===== config.mk =====
export PLATFORM = sky130hd
export DESIGN_NAME = pipeline_stall_ctrl
export DESIGN_NICKNAME = d
export VERILOG_FILES = /design/src/rtl/pipeline_stall_ctrl.sv
export SDC_FILE = /design/constraint.sdc
export NUM_CORES = 1
export LEC_CHECK = 0
export CORE_UTILIZATION = 47
export DETAILED_ROUTE_END_ITERATION = 10
export PLACE_DENSITY = 0.88
export REMOVE_ABC_BUFFERS = 1
export SYNTH_ARGS = -nofsm -noshare
export SYNTH_HDL_FRONTEND = slang
export SYNTH_SLANG_ARGS = --single-unit

===== constraint.sdc =====
create_clock -name clk -period 3.4 [get_ports clk]
set_input_delay 0.68 -clock clk [delete_from_list [all_inputs] [get_ports clk]]
set_output_delay 0.68 -clock clk [all_outputs]
set_load 0.03 [all_outputs]

===== src/rtl/pipeline_stall_ctrl.sv =====
// pipeline_stall_ctrl: stall/flush sequencer for the 5-stage RV32 pipeline.
//   Merges the load-use hazard, the multi-cycle mul/div handshake, the data-memory
//   wait and taken-branch events into per-stage write enables and bubble/flush
//   controls. It also counts the cycles in which the PC is held.
// Ports:
//   clk, rst_n           clock (rising edge) and asynchronous active-low reset
//   load_use_hzd         load-use hazard for the instruction in ID
//   md_req_ex, md_done   mul/div instruction in EX / result-valid pulse
//   md_start             one-cycle start pulse to the mul/div unit
//   dmem_req, dmem_ready MEM access in progress / access completes this cycle
//   br_taken_ex          taken branch/jump resolved in EX
//   *_write              pipeline register write enables (PC, IF/ID, ID/EX, EX/MEM, MEM/WB)
//   if_id_flush          clear IF/ID to a NOP
//   id_ex_bubble         load NOP controls into ID/EX
//   ex_mem_bubble        load NOP controls into EX/MEM
//   state                RUN=0, MEM_WAIT=1, MD_WAIT=2
//   stall_cnt            saturating count of cycles with pc_write=0
module pipeline_stall_ctrl #(
   parameter int CNT_W = 16
) (
   input  logic             clk,
   input  logic             rst_n,
   input  logic             load_use_hzd,
   input  logic             md_req_ex,
   input  logic             md_done,
   output logic             md_start,
   input  logic             dmem_req,
   input  logic             dmem_ready,
   input  logic             br_taken_ex,
   output logic             pc_write,
   output logic             if_id_write,
   output logic             id_ex_write,
   output logic             ex_mem_write,
   output logic             mem_wb_write,
   output logic             if_id_flush,
   output logic             id_ex_bubble,
   output logic             ex_mem_bubble,
   output logic [1:0]       state,
   output logic [CNT_W-1:0] stall_cnt
);
   typedef enum logic [1:0] {RUN = 2'd0, MEM_WAIT = 2'd1, MD_WAIT = 2'd2} state_e;
   state_e           state_q, state_d;
   logic [CNT_W-1:0] cnt_q;
   logic             freeze;
   always_comb begin
      pc_write      = 1'b1;
      if_id_write   = 1'b1;
      id_ex_write   = 1'b1;
      ex_mem_write  = 1'b1;
      mem_wb_write  = 1'b1;
      if_id_flush   = 1'b0;
      id_ex_bubble  = 1'b0;
      ex_mem_bubble = 1'b0;
      md_start      = 1'b0;
      freeze        = 1'b0;
      state_d       = RUN;
      if (state_q == MD_WAIT) begin
         // MEM only holds bubbles here, so memory, branch and hazard inputs are ignored
         if (!md_done) begin
            pc_write      = 1'b0;
            if_id_write   = 1'b0;
            id_ex_write   = 1'b0;
            ex_mem_bubble = 1'b1;
            state_d       = MD_WAIT;
         end
      end else begin
         // in MEM_WAIT the freeze holds until ready; on the ready cycle the RUN rules apply
         freeze = (state_q == MEM_WAIT) ? !dmem_ready : (dmem_req && !dmem_ready);
         if (freeze) begin
            pc_write     = 1'b0;
            if_id_write  = 1'b0;
            id_ex_write  = 1'b0;
            ex_mem_write = 1'b0;
            mem_wb_write = 1'b0;
            state_d      = MEM_WAIT;
         end else if (md_req_ex) begin
            // younger stages hold while older instructions drain past EX
            md_start      = 1'b1;
            pc_write      = 1'b0;
            if_id_write   = 1'b0;
            id_ex_write   = 1'b0;
            ex_mem_bubble = 1'b1;
            state_d       = MD_WAIT;
         end else if (br_taken_ex) begin
            // the flush removes any load-use dependent, so the hazard is dropped
            if_id_flush  = 1'b1;
            id_ex_bubble = 1'b1;
         end else if (load_use_hzd) begin
            pc_write     = 1'b0;
            if_id_write  = 1'b0;
            id_ex_bubble = 1'b1;
         end
      end
   end
   always_ff @(posedge clk or negedge rst_n) begin
      if (!rst_n) begin
         state_q <= RUN;
         cnt_q   <= '0;
      end else begin
         state_q <= state_d;
         if (!pc_write && cnt_q != '1) cnt_q <= cnt_q + CNT_W'(1);
      end
   end
   assign state     = state_q;
   assign stall_cnt = cnt_q;
endmodule


==> impl_metrics.toml, run 1 <==
[run_status]
status = "finished clean"

[run]
max_cap_viol_count = 0

[critical_path]
critPathArrivalTime_ns = 2.59
cpMaxStageDelayCell = "clkdlybuf4s50_1"
reg2reg_slack_ns = 1.41
r2r-start = "stall_cnt[0]"
r2r_cells = 5
startpoint = "dmem_ready"
path_cells = "clkdlybuf4s50_1 > nor3b_2 > nor4_2 > a21boi_2 > inv_1 > clkdlybuf4s50_1"
crit_end = "pc_write"
path_class = "input pin to primary output"
end_kind = "primary output"
critPathMostFrequentCell = "clkdlybuf4s50_1"
critPathMaxStageDelay_ns = 0.70
r2r_end = "stall_cnt[1]"
required_ns = 2.72
path_max_fanout = 5
critPathLaunchType = "input pin"

[clock_tree]
cts_resized = 0
cts_setup_buffers = 0
cts_root_buf = "clkbuf_4"
clk_latency_ns = 0.30
cts_max_level = 1
cts_buffers = 3
clk_path_buf_depth = 2
post_cts_hold_buffer_count = 0
path_clk_slew_ns = 0.11
cts_tree = "built"
cts_sinks = 18

[route]
maxUsedRoutingLayer = "met4"
detail-route-antenna-nets = 0
vias_per_cell = 5.58
drt_iter0_drc = 19
met1_length_um = 969
post-route-drc-count = 0
met2WireLength_um = 1060
wl_um = 2270
post_drt_wl_per_cell_um = 14.5
first_pass_iters = 4
num_vias = 871
route.met3.wl_um = 184

[power]
peakVddDrop_uv = 502
p_leak_nw = 0.580
p_per_area_nw_per_um2 = 656
total_power_mw = 0.904

[sta]
max_freq_ghz = 0.306
setup_viol = 0
worst_pin_slew_ns = 0.786
period_needed_ns = 3.27
fin_skew_ns = 0.00740
slew_viol_final = 0
finalHoldViolCount = 0
setup-tns-final_ns = 0
rsz0062_at_grt = "no"
period_share = 0.961
fin_ws_ns = 0.132
slew_headroom = 0.474

[logic_synthesis]
synth-seq-cells = 18
synth_top_area_share = 0.460
synth_warnings = 0
synth_area_leaders = "dfrtp_1 46%, xnor2_1 8.0%, nand4_1 7.0%"
synth.largest_area_cell = "dfrtp_1"
synth-edff-count = 0
ys_types = 31
synth_area_um2 = 980
ys_seq_area_frac = 0.460
syn_inst = 93
syn_area_per_cell_um2 = 10.5
ys_async_sr_fraction = 1.00
synth_flop_cell = "dfrtp_1"

[floorplan]
dieArea_um2 = 2270
die_x_um = 47.7
io-pin-count = 35
fp.coreArea_um2 = 1960
initial_utilization = 0.499
std_cell_rows = 16
die_h_um = 47.7

[cells_and_area]
diodes = 0
final_cell_mix = "34 x clkdlybuf4s50_1, 18 x dfrtp_1, 11 x nand4_1"
drive_gt1_frac = 0.0930
nets = 139
layout_commonest_cell = "clkdlybuf4s50_1"
areaGrowthSynthToFinish_pct = 40.6

[place]
port_buffers = 34
dpl.hpwl_um = 1720
place.gp.congestion = 0.691
place_ws_ns = 0.120

[global_routing]
grt_pass1_wl_um = 3190
grt_max_degree = 19
grt_overflow = 0
grt_usage = 0.205
antenna_found_initial = 0
grt_pass1_vias = 740

[min_path]
hp-class = "flop to flop"
min-delay-start = "stall_cnt[8]"
-- report_power, final --
part           internal [mW]  total (mW)  switching, mW
Clock                 0.0653       0.133         0.0680
Sequential             0.266       0.347         0.0807
Combinational          0.192       0.424          0.232
Total                  0.524       0.904          0.380
-- metrics by stage --
stage / cells / utilization / hold WS, ns / area, µm²
final: 156 / 0.702 / 0.519 / 1380
after global routing: 156 / 0.702 / 0.556 / 1380
after CTS: 156 / 0.702 / 0.529 / 1380
after detailed placement: 152 / 0.684 / 0.512 / 1340
after global placement: 152 / 0.684 / 0.502 / 1340
after floorplan: 90 / - / 0.384 / 960
-- cells by family (layout without fill, tap and decap cells) --
kind of cell             count (synthesis)  after routing  share of synthesized area
AND/OR/NAND/NOR                         49             49                      0.315
XOR/XNOR                                14             14                      0.125
multiplexers                             2              2                     0.0268
buffers and inverters                    5             41                     0.0281
flip-flops                              18             18                      0.460
AO/OA/AOI/OAI                            4              4                     0.0319
adder cells (fa/ha/maj)                  1              1                     0.0128
-- worst max-delay path, delay by kind of cell --
kind | cells | cell delay [ns]
compound gates | 1 | 0.11
buf+inv | 3 | 1.36
simple gates | 2 | 0.43
-- registers in the layout, summed over array words and instances, names as in the netlist --
name / cells
state: 2
stall_cnt: 16
-- worst min-delay path by stage --
stage / depth (start not counted) / to
2_1_floorplan: 0 / stall_cnt[0]
3_3_place_gp: 1 / stall_cnt[15]
3_5_place_dp: 1 / stall_cnt[15]
4_1_cts: 1 / stall_cnt[8]
5_1_grt: 1 / stall_cnt[15]
6_report: 1 / stall_cnt[8]
-- layer usage --
metal	global-route usage	vias up
met3	0.0491	4
met2	0.359	41
met1	0.235	417
met5	0	-
met4	0.100	0
li1	-	409
-- cells in the mapped netlist (all sizes together), types with 3 or more instances --
library cell,count
nand2,4
nand3,6
xor2,5
xnor2,9
nand2b,4
nand4,11
buf,3
and3,4
and4,3
dfrtp,18
nor2,6
-- cell type report --
class	count	area, µm²
fill	157	584
multi-input combinational	70	502
sequential	18	450
timing repair buffer	35	348
clock buffer	4	36.3
tap	27	33.8
inverter	2	7.51
No activity file was read; power rests on OpenSTA's default activity.
==> run 2: changes to the inputs <==
Settings changed: CTS_CLUSTER_SIZE set to 8.
==> results of run 2 <==
Same layout as run 1: the final DEF is identical, and so are final timing and power.
